==> src/rtl/of_ex_latch.sv <==
`default_nettype none
// ============================================================================
// Module   : of_ex_latch
// Brief    : OF->EX pipeline register for SimpleRisc. Builds operand B,
//            resolves MA/RW forwarding (macro OF_EX_FWD_EN) and drives the
//            shifter controls.
// Revision : 1.0 - initial release
// ============================================================================
module of_ex_latch #(
  parameter int XLEN   = 32,
  parameter int RIDX_W = 4
) (
  input  logic              clk,
  input  logic              rst,
  input  logic              of_valid,
  output logic              of_ready,
  input  logic [31:0]       of_inst,
  input  logic [XLEN-1:0]   of_pc,
  input  logic [XLEN-1:0]   of_op1,
  input  logic [XLEN-1:0]   of_op2,
  input  logic              flush,
  input  logic              ex_ready,
  input  logic              ma_wr_en,
  input  logic [RIDX_W-1:0] ma_rd,
  input  logic [XLEN-1:0]   ma_val,
  input  logic              rw_wr_en,
  input  logic [RIDX_W-1:0] rw_rd,
  input  logic [XLEN-1:0]   rw_val,
  output logic              ex_valid,
  output logic [XLEN-1:0]   ex_pc,
  output logic [4:0]        ex_opcode,
  output logic [RIDX_W-1:0] ex_rd,
  output logic [XLEN-1:0]   ex_a,
  output logic [XLEN-1:0]   ex_b,
  output logic [XLEN-1:0]   sh_m,
  output logic [4:0]        sh_n,
  output logic              sh_is_lsl,
  output logic              sh_is_lsr,
  output logic              sh_is_asr
);

  localparam logic [4:0] c_op_lsl = 5'b01010;
  localparam logic [4:0] c_op_lsr = 5'b01011;
  localparam logic [4:0] c_op_asr = 5'b01100;

  logic [4:0]        w_opcode;
  logic              w_imm_flag;
  logic [RIDX_W-1:0] w_rd;
  logic [RIDX_W-1:0] w_rs1;
  logic [RIDX_W-1:0] w_rs2;
  logic [17:0]       w_imm;
  logic [XLEN-1:0]   w_imm_b;
  logic [XLEN-1:0]   w_a;
  logic [XLEN-1:0]   w_op2_fwd;
  logic [XLEN-1:0]   w_b;
  logic              w_xfer;

  logic              r_valid;
  logic [XLEN-1:0]   r_pc;
  logic [4:0]        r_opcode;
  logic [RIDX_W-1:0] r_rd;
  logic [XLEN-1:0]   r_a;
  logic [XLEN-1:0]   r_b;
  logic              r_lsl;
  logic              r_lsr;
  logic              r_asr;

  assign w_opcode   = of_inst[31:27];
  assign w_imm_flag = of_inst[26];
  assign w_rd       = RIDX_W'(of_inst[25:22]);
  assign w_rs1      = RIDX_W'(of_inst[21:18]);
  assign w_rs2      = RIDX_W'(of_inst[17:14]);
  assign w_imm      = of_inst[17:0];

  // Modifier 11 is reserved and decodes like the default sign-extended form
  always_comb begin
    w_imm_b = {{(XLEN-16){w_imm[15]}}, w_imm[15:0]};
    case (w_imm[17:16])
      2'b01:   w_imm_b = XLEN'(w_imm[15:0]);
      2'b10:   w_imm_b = XLEN'({w_imm[15:0], 16'h0000});
      default: w_imm_b = {{(XLEN-16){w_imm[15]}}, w_imm[15:0]};
    endcase
  end

`ifdef OF_EX_FWD_EN
  // MA is the younger producer, so it takes precedence over RW
  always_comb begin
    w_a = of_op1;
    if (ma_wr_en && (ma_rd == w_rs1))      w_a = ma_val;
    else if (rw_wr_en && (rw_rd == w_rs1)) w_a = rw_val;

    w_op2_fwd = of_op2;
    if (ma_wr_en && (ma_rd == w_rs2))      w_op2_fwd = ma_val;
    else if (rw_wr_en && (rw_rd == w_rs2)) w_op2_fwd = rw_val;
  end
`else
  logic w_unused_fwd;
  assign w_a          = of_op1;
  assign w_op2_fwd    = of_op2;
  assign w_unused_fwd = ^{ma_wr_en, ma_rd, ma_val, rw_wr_en, rw_rd, rw_val, w_rs1, w_rs2};
`endif

  assign w_b      = w_imm_flag ? w_imm_b : w_op2_fwd;
  assign of_ready = !r_valid || ex_ready;
  assign w_xfer   = of_valid && of_ready && !flush;

  always_ff @(posedge clk) begin
    if (rst) begin
      r_valid  <= 1'b0;
      r_pc     <= '0;
      r_opcode <= '0;
      r_rd     <= '0;
      r_a      <= '0;
      r_b      <= '0;
      r_lsl    <= 1'b0;
      r_lsr    <= 1'b0;
      r_asr    <= 1'b0;
    end else if (flush) begin
      r_valid <= 1'b0;
      r_lsl   <= 1'b0;
      r_lsr   <= 1'b0;
      r_asr   <= 1'b0;
    end else if (w_xfer) begin
      r_valid  <= 1'b1;
      r_pc     <= of_pc;
      r_opcode <= w_opcode;
      r_rd     <= w_rd;
      r_a      <= w_a;
      r_b      <= w_b;
      r_lsl    <= (w_opcode == c_op_lsl);
      r_lsr    <= (w_opcode == c_op_lsr);
      r_asr    <= (w_opcode == c_op_asr);
    end else if (ex_ready) begin
      // Consumed with nothing behind it; data may go stale but selects must drop
      r_valid <= 1'b0;
      r_lsl   <= 1'b0;
      r_lsr   <= 1'b0;
      r_asr   <= 1'b0;
    end
  end

  assign ex_valid  = r_valid;
  assign ex_pc     = r_pc;
  assign ex_opcode = r_opcode;
  assign ex_rd     = r_rd;
  assign ex_a      = r_a;
  assign ex_b      = r_b;
  assign sh_m      = r_a;
  assign sh_n      = r_b[4:0];
  assign sh_is_lsl = r_lsl;
  assign sh_is_lsr = r_lsr;
  assign sh_is_asr = r_asr;

endmodule
`default_nettype wire

==> config.mk <==
export PLATFORM = sky130hd
export DESIGN_NAME = of_ex_latch
export DESIGN_NICKNAME = d
export VERILOG_FILES = /design/src/rtl/of_ex_latch.sv
export SDC_FILE = /design/constraint.sdc
export NUM_CORES = 1
export LEC_CHECK = 0
export CAP_MARGIN = 20
export CORE_MARGIN = 10
export CORE_UTILIZATION = 35
export CTS_BUF_LIST = sky130_fd_sc_hd__clkbuf_16
export DETAILED_ROUTE_END_ITERATION = 7
export GPL_ROUTABILITY_DRIVEN = 0
export GPL_TIMING_DRIVEN = 0
export PLACE_DENSITY = 0.82
export SETUP_SLACK_MARGIN = 0.5
export SYNTH_ARGS = -nofsm -noshare
export SYNTH_HDL_FRONTEND = slang
export SYNTH_SLANG_ARGS = --single-unit
==> constraint.sdc <==
create_clock -name clk -period 2 [get_ports clk]
set_clock_uncertainty 0.2 [all_clocks]
set_input_delay 0.4 -clock clk [delete_from_list [all_inputs] [get_ports clk]]
set_output_delay 0.4 -clock clk [all_outputs]
set_load 0.01 [all_outputs]
# Word-level counts from Yosys, hierarchy flattened
# Cells that the tools add are included.
[totals] regBits=109 in_bits=207 output_inout_bits=147 word_cells=30
[op_classes] n_reduce_logical=8 muxes=7 eq_ne=5 bitwise_logic=1
[op_table] cell="$pmux W32 S2" count=1
[op_table] cell="$mux W32" count=1
[op_table] cell="$eq A5 B4 Y1 const B" count=3
[op_table] cell="$mux W1" count=5
[op_table] cell="$eq A2 B1 Y1 const B" count=1
[op_table] cell="$eq A2 B2 Y1 const B" count=1
[op_table] cell="$logic_and A1 B1 Y1" count=2
[op_table] cell="$logic_not A1 Y1" count=2
[op_table] cell="$reduce_and A2 Y1" count=1
[op_table] cell="$reduce_bool A2 Y1" count=1
[op_table] cell="$reduce_or A2 Y1" count=1
[op_table] cell="$logic_or A1 B1 Y1" count=1
[op_table] cell="$not A1 Y1" count=1

# Logic depth before layout (Yosys ltp)
# Gate-level depths: netlist of run 1.
[logic_depth] word_depth=5 ltp_mapped=7 ltp_nobuf=5

# Worst setup path before layout of run 1
# No wires, ideal clock.
[synth_timing] kind="input to register" start="in of_inst[16]" end="reg r_b[21], in the netlist ex_b[21]" setup_slack_ps=155 t_arrival_ps=1554 cell_stages=6 setup_ps=91 cell_sequence="inv_1 > ha_1 > and2b_1 > buf_2 > nand3_1 > a311oi_1"
[synth_between] elab_chain_len=3
[synth_rtl] element="start: declaration" line="17" rtl="input logic [31:0] of_inst,"
[synth_rtl] element="$eq A2 B2 Y1 / $eq A2 B1 Y1 (equally long branches)" line="78" rtl="case (w_imm[17:16])"
[synth_rtl] element="$pmux W32 S2 (*)" line="78"
[synth_rtl] element="$mux W32 (*)" line="103" rtl="assign w_b = w_imm_flag ? w_imm_b : w_op2_fwd;"
[synth_rtl] element="end signal: assignment" line="129" rtl="r_b <= w_b;"
[synth_rtl] element="end: declaration" line="63" rtl="logic [XLEN-1:0] r_b;"
# Every way passes the cells marked *; elsewhere a longest branch is shown, timed or not.
# A chain may end at the register's enable or synchronous reset.

# Worst setup path after layout of run 1
[layout_timing] start="reg r_valid, in the netlist ex_valid" end="out of_ready"
[layout_between] elab_chain_len=2
[layout_rtl] element="start: declaration" line="58" rtl="logic r_valid;"
[layout_rtl] element="start signal: assignment" line="109" rtl="r_valid <= 1'b0;"
[layout_rtl] element="start signal: assignment" line="119" rtl="r_valid <= 1'b0;"
[layout_rtl] element="start signal: assignment" line="124" rtl="r_valid <= 1'b1;"
[layout_rtl] element="$logic_not A1 Y1" line="104" rtl="assign of_ready = !r_valid || ex_ready;"
[layout_rtl] element="$logic_or A1 B1 Y1" line="104"
[layout_rtl] element="end: declaration" line="16" rtl="output logic of_ready,"
# Every way passes these cells.

==> summary.txt, run 1 <==
Ys async rst share - 0
PD cells - 578 nW/µm²
Clock Latency Late Sink - 0.35 ns
Register area share after synthesis - 0.447
Core Area - 13800 µm²
First-pass GRT wire length - 34.1 mm
CTS Root Cell - clkbuf_16
Worst relative slew slack - 0.512
Number of enable flip-flop cells after synthesis - 0
Synthesized area - 4880 µm²
LEAKAGE - 4.62 nW
#FFs+latches synth - 109
Synth unique cells - 29
Max clock buf depth - 2
Drt drc - 0
Cell accounting for the most synthesized area - dfxtp_1
Worst path bufs/invs - 5
Area growth from synthesis to layout - 103%
Peak VDD IR - 0.000418 V
First-pass iteration count of the detailed router - 4
Die X-Extent - 138 µm
Largest net degree at the start of global routing - 17
Setup violators final - 0
Crit path cell chain - nor2b_4 -> buf_8 -> inv_4 -> buf_12 -> buf_8 -> buf_6
Critical Path Sink Type - output port
Ratio of cells with drive above 1 in the final layout - 0.444
Final WL - 24.7 mm
Io pins - 354
F_max - 506 MHz
Worst path top cell family by delay - buffers and inverters
Max-cap violations - 0
DP Wirelength - 15.7 mm
Mean Syn Cell Area - 8.38 µm²
Final net count - 1157
Main flop type after synthesis - dfxtp_1
Via-to-Cell Ratio - 5.40
Post-Syn Nets - 792
Most numerous cell in the Yosys netlist - a21oi_1
DIE AREA - 19100 µm²
Slowest cell on the critical path - dfxtp_4
RSZ-0062 raised after global routing - yes
H-tree depth - 3
Initial antenna violation count - 0
Top cell type's share of synthesized area - 0.447
GRT Total Usage - 0.219
Least-Margin Pin Slew - 0.731 ns
CTS tree - built
Starting DRT DRC Count - 313
Startpoint types - flop
Final Hold Vio Count - 0
CP Max Fanout - 2
Pwr Total - 5.74 mW
Worst Path Arrival - 1.38 ns
Synth top cells by count - 125 x a21oi_1, 109 x dfxtp_1, 88 x nand3_1
# clock sinks - 109
Worst Path Class, Setup - flop to output port
CTS buffer count - 9
Fin crit share - 0.988
Chip Height - 138 µm
Top cells by area, synth - dfxtp_1 45%, a21oi_1 13%, nand3_1 9.0%
Starting Density - 0.355
Hold crit path type - flop to flop
Synthesized netlist cell count - 583
Required @ worst endpoint - 1.40 ns
Wire per inst - 21.8 µm
# rows - 43
Pins Over Slew Limit - 0
Post-DRT Antenna Nets - 0
Vias - 6117
Clock transition at path regs - 0.07 ns
Final Critical Period - 1.98 ns
ANT cells - 0
CP peak stage delay - 0.35 ns
Outcome - finished, final reports clean
Warnings, synthesis - 0
Number of global-route vias before repair - 5757
Placed Area - 7900 µm²
Grt total ovfl - 0
Most frequent CP cell - buf_8
Design area - 9920 µm²
PortBufs - 274
==> kinds of logic (layout without fill, tap and decap cells) <==
| family | after synthesis | in the layout | synth area share |
|---|---|---|---|
| simple gates | 133 | 133 | 0.151 |
| buf+inv | 103 | 472 | 0.126 |
| compound gates | 236 | 236 | 0.271 |
| fa+ha+maj | 2 | 2 | 0.00512 |
| flops | 109 | 109 | 0.447 |
==> flip-flops by register name (all words and copies together), names as in the netlist <==
register and cells:
ex_a 32, ex_opcode 5, ex_rd 4, sh_is_lsr 1, sh_is_asr 1, ex_b 32
ex_pc 32, sh_is_lsl 1, ex_valid 1
==> repair_timing <==
item / in CTS / in global routing
pin swaps: 36 / 60
setup buffers: 39 / 32
hold buffers: 0 / 0
cloned: 9 / 0
gates resized for setup: 454 / 331
setup endpoints to repair: 256 / 235
==> worst paths after layout <==
path / startpoint / end / slack [ns] / cells after the start
hold / removal: ex_opcode[1] / ex_opcode[1] / 0.26 / 2
setup / recovery: ex_valid / of_ready / 0.02 / 6
setup reg to reg: ex_valid / ex_b[30] / 0.04 / 10
hold reg to reg: ex_opcode[1] / ex_opcode[1] / 0.26 / 2
==> routing by layer <==
metal	GRT usage	routed length [µm]	vias up
met5	0	0	-
met2	0.385	12800	294
met4	0.0610	524	0
li1	-	-	2804
met3	0.0753	2000	43
met1	0.244	9350	2976
==> layout make-up <==
type,instances,area (µm²)
Tap cell,180,225
Multi-Input combinational cell,371,2570
Clock buffer,10,250
Timing Repair Buffer,354,3570
Sequential cell,109,2250
Clock inverter,5,51.3
Buffer,98,976
Fill cell,962,3850
Inverter,5,23.8
==> worst min-delay path, stage by stage (launching register included) <==
cell     delay, ns
dfxtp_1       0.32
o21ai_2       0.05
a21oi_1       0.05
==> through the flow <==
step | worst slack [ns] | instances | utilization | hold WS (ns) | setup TNS, ns
after floorplan | 0.389 | 583 | - | 0.298 | 0
after global placement | -0.714 | 1037 | 0.573 | 0.260 | -24.75
after detailed placement | -0.711 | 1037 | 0.573 | 0.266 | -27.35
after CTS | 0.0174 | 1100 | 0.658 | 0.257 | 0
after global routing | -0.0268 | 1132 | 0.721 | 0.269 | -0.136
final | 0.0242 | 1132 | 0.721 | 0.257 | 0
==> cells in the final DEF, fill, tap and decap left out, types with 6 or more instances in the layout <==
cell type / count
nor2b_1: 18
buf_6: 117
dfxtp_2: 36
o21ai_2: 35
nand3_2: 6
nand3_1: 82
buf_4: 42
clkbuf_16: 13
buf_12: 13
clkdlybuf4s50_1: 121
dlygate4sd2_1: 6
nand2b_1: 16
clkbuf_2: 50
dlymetal6s2s_1: 45
clkbuf_1: 13
buf_2: 20
o21ai_0: 29
dfxtp_4: 7
a311oi_1: 12
a211oi_2: 14
o21ai_4: 8
buf_8: 16
dfxtp_1: 66
a21oi_1: 103
a21oi_2: 20
==> power by group <==
group	total, mW	internal (mW)	switching (mW)	leakage, nW
clock network	1.88	1.03	0.848	0.156
logic	1.49	0.837	0.652	3.55
registers	2.37	2.29	0.0839	0.913
total	5.74	4.16	1.58	4.62
Note: power is estimated with default switching activity, not from simulation.
==> inputs of run 2 (changes only) <==
--- a/config.mk
+++ b/config.mk
@@ -6,13 +6,13 @@
 export NUM_CORES = 1
 export LEC_CHECK = 0
 export CAP_MARGIN = 20
-export CORE_MARGIN = 10
-export CORE_UTILIZATION = 35
+export CORE_AREA = 8 8 131 133
 export CTS_BUF_LIST = sky130_fd_sc_hd__clkbuf_16
 export DETAILED_ROUTE_END_ITERATION = 7
+export DIE_AREA = 0 0 139 141
 export GPL_ROUTABILITY_DRIVEN = 0
 export GPL_TIMING_DRIVEN = 0
-export PLACE_DENSITY = 0.82
+export PLACE_DENSITY = 0.77
 export SETUP_SLACK_MARGIN = 0.5
 export SYNTH_ARGS = -nofsm -noshare
 export SYNTH_HDL_FRONTEND = slang
==> constraint.sdc (replaced) <==
create_clock -name clk -period 2 [get_ports clk]
set_clock_uncertainty 0.2 [all_clocks]
set_input_delay 0.5 -clock clk [delete_from_list [all_inputs] [get_ports clk]]
set_output_delay 0.5 -clock clk [all_outputs]
set_load 0.01 [all_outputs]
==> summary.txt, run 2 (same netlist as run 1, synthesis figures left out) <==
Outcome - finished, violations left
Most frequent CP cell - buf_12
Peak VDD IR - 0.000423 V (+1.2%)
Starting Density - 0.326 (-0.0285)
CP Max Fanout - 2 (unchanged)
Grt total ovfl - 0 (unchanged)
# fillers - 1016 (+5.6%)
Commonest non-fill, non-tap cell in the layout - buf_6
Failing checks - negative setup slack
Final Critical Period - 2.05 ns (+0.0697 ns)
Wire per inst - 22.2 µm (+1.7%)
Worst path bufs/invs - 5 (unchanged)
CP peak stage delay - 0.34 ns (about the same)
Vias - 6026 (-1.5%)
Chip Height - 141 µm (+2.1%)
Final WL - 25.2 mm (+2.1%)
Io pins - 354 (unchanged)
DIE AREA - 19600 µm² (+2.7%)
CTS buffer count - 9 (unchanged)
Area growth from synthesis to layout - 120%
PortBufs - 274 (unchanged)
Pins Over Slew Limit - 0 (unchanged)
H-tree depth - 3 (unchanged)
Die X-Extent - 139 µm (+0.64%)
CTS tree - built
Clock Latency Late Sink - 0.35 ns (about the same)
Fin Setup TNS - -0.0455 ns (-0.0455 ns)
Worst path top cell family by delay - buffers and inverters
Largest net degree at the start of global routing - 19 (+2)
# hold bufs at CTS - 0 (unchanged)
Core Area - 15000 µm² (+8.7%)
Most frequent cells in the layout - 171 x buf_6, 121 x clkdlybuf4s50_1, 104 x dfxtp_2, 66 x o21ai_0, 64 x a21oi_2
Worst relative slew slack - 0.494 (-0.0180)
# rows - 45 (+4.7%)
Crit path cell chain - nor2b_4 -> buf_12 -> inv_6 -> buf_12 -> buf_8 -> buf_6
PD cells - 574 nW/µm² (-0.70%)
Worst Path Arrival - 1.35 ns (-0.03 ns)
Number of global-route vias before repair - 5803 (+0.80%)
DP Worst Slack - -0.926 ns (-0.215 ns)
Slowest cell on the critical path - dfxtp_4
LEAKAGE - 4.16 nW (-9.9%)
Non-Filler Instances - 1137 (+0.44%)
CTS Root Cell - clkbuf_16
GRT Total Usage - 0.210 (-0.00875)
Critical Path Sink Type - output port
Least-Margin Pin Slew - 0.759 ns (+0.0270 ns)
Setup violators final - 1 (+1)
First-pass iteration count of the detailed router - 5 (+1)
# clock sinks - 109 (unchanged)
DP Wirelength - 15.9 mm (+0.97%)
Post-DRT Antenna Nets - 0 (unchanged)
Max clock buf depth - 2 (unchanged)
Inst Count DP - 1045 (+0.77%)
F_max - 489 MHz (-3.4%)
Clock transition at path regs - 0.07 ns (about the same)
Final WS setup - -0.0455 ns (-0.0697 ns)
Starting DRT DRC Count - 342 (+9.3%)
Fin crit share - 1.02 (+0.0349)
Drt drc - 0 (unchanged)
Initial antenna violation count - 1 (+1)
RSZ-0062 raised after global routing - yes
Ratio of cells with drive above 1 in the final layout - 0.661 (+0.217)
Final Hold Vio Count - 0 (unchanged)
Max-cap violations - 0 (unchanged)
First-pass GRT wire length - 32.5 mm (-4.6%)
Final net count - 1152 (-0.43%)
Hold crit path type - primary input to flop
Via-to-Cell Ratio - 5.30 (-1.9%)
Required @ worst endpoint - 1.30 ns (-0.10 ns)
Worst Path Class, Setup - flop to output port
Startpoint types - flop
-- run 2: layer usage --
metal  GRT usage  routed length (µm)  up-vias
met4      0.0809                 836        0
met2       0.376               13100      285
met5           0                   0        -
met1       0.219                9100     2898
li1            -                   -     2789
met3      0.0807                2200       54
-- run 2: cell type report --
class	instances	area [µm²]	area share
repair buffers	349	3700	0.345
flip-flops and latches	109	2330	0.217
plain buffers	98	878	0.0817
multi-input cells	371	3230	0.300
well taps	188	235	0.0219
clock buffers	9	225	0.0209
clock inverters	7	123	0.0114
inverters	5	26.3	0.00244
diodes	1	2.50	0.000233
-- run 2: final timing paths --
path,from,to,slack [ns],cells after the start
max,ex_valid,of_ready,-0.05,6
min,of_valid,ex_valid,0.25,3
max reg2reg,ex_valid,ex_b[13],0.07,10
min reg2reg,ex_pc[9],ex_pc[9],0.27,2
-- run 2: per-stage QoR --
step	util	total power [mW]	hold WS, ns	instance area, µm²
final	0.718	6.18	0.254	10800
after global routing	0.718	6.39	0.282	10800
after CTS	0.605	5.85	0.276	9060
after detailed placement	0.537	3.60	0.266	8040
after global placement	0.537	3.59	0.260	8040
after floorplan	-	2.89	0.298	5060
-- run 2: worst min-delay path: cells and delay by family --
family	cells	cell delay, ns
buf+inv	2	0.21
compound gates	1	0.06
-- run 2: repair_timing --
item                                    CTS  global route
gates resized for setup                 746           402
pin swaps                                 6            53
gates cloned                              4            10
setup buffers                            34            27
endpoints found under the setup margin  256           256
-- run 2: where the power goes --
group | switching [mW] | internal (mW)
clock network | 0.883 | 1.24
registers | 0.0982 | 2.30
logic | 0.726 | 0.927
==> inputs of run 3 (changes only) <==
--- a/config.mk
+++ b/config.mk
@@ -5,6 +5,7 @@
 export SDC_FILE = /design/constraint.sdc
 export NUM_CORES = 1
 export LEC_CHECK = 0
+export ABC_CLOCK_PERIOD_IN_PS = 2000
 export CAP_MARGIN = 20
 export CORE_AREA = 8 8 131 133
 export CTS_BUF_LIST = sky130_fd_sc_hd__clkbuf_16
==> results of run 3 <==
No change in the layout: final DEF, timing and power equal those of run 2.
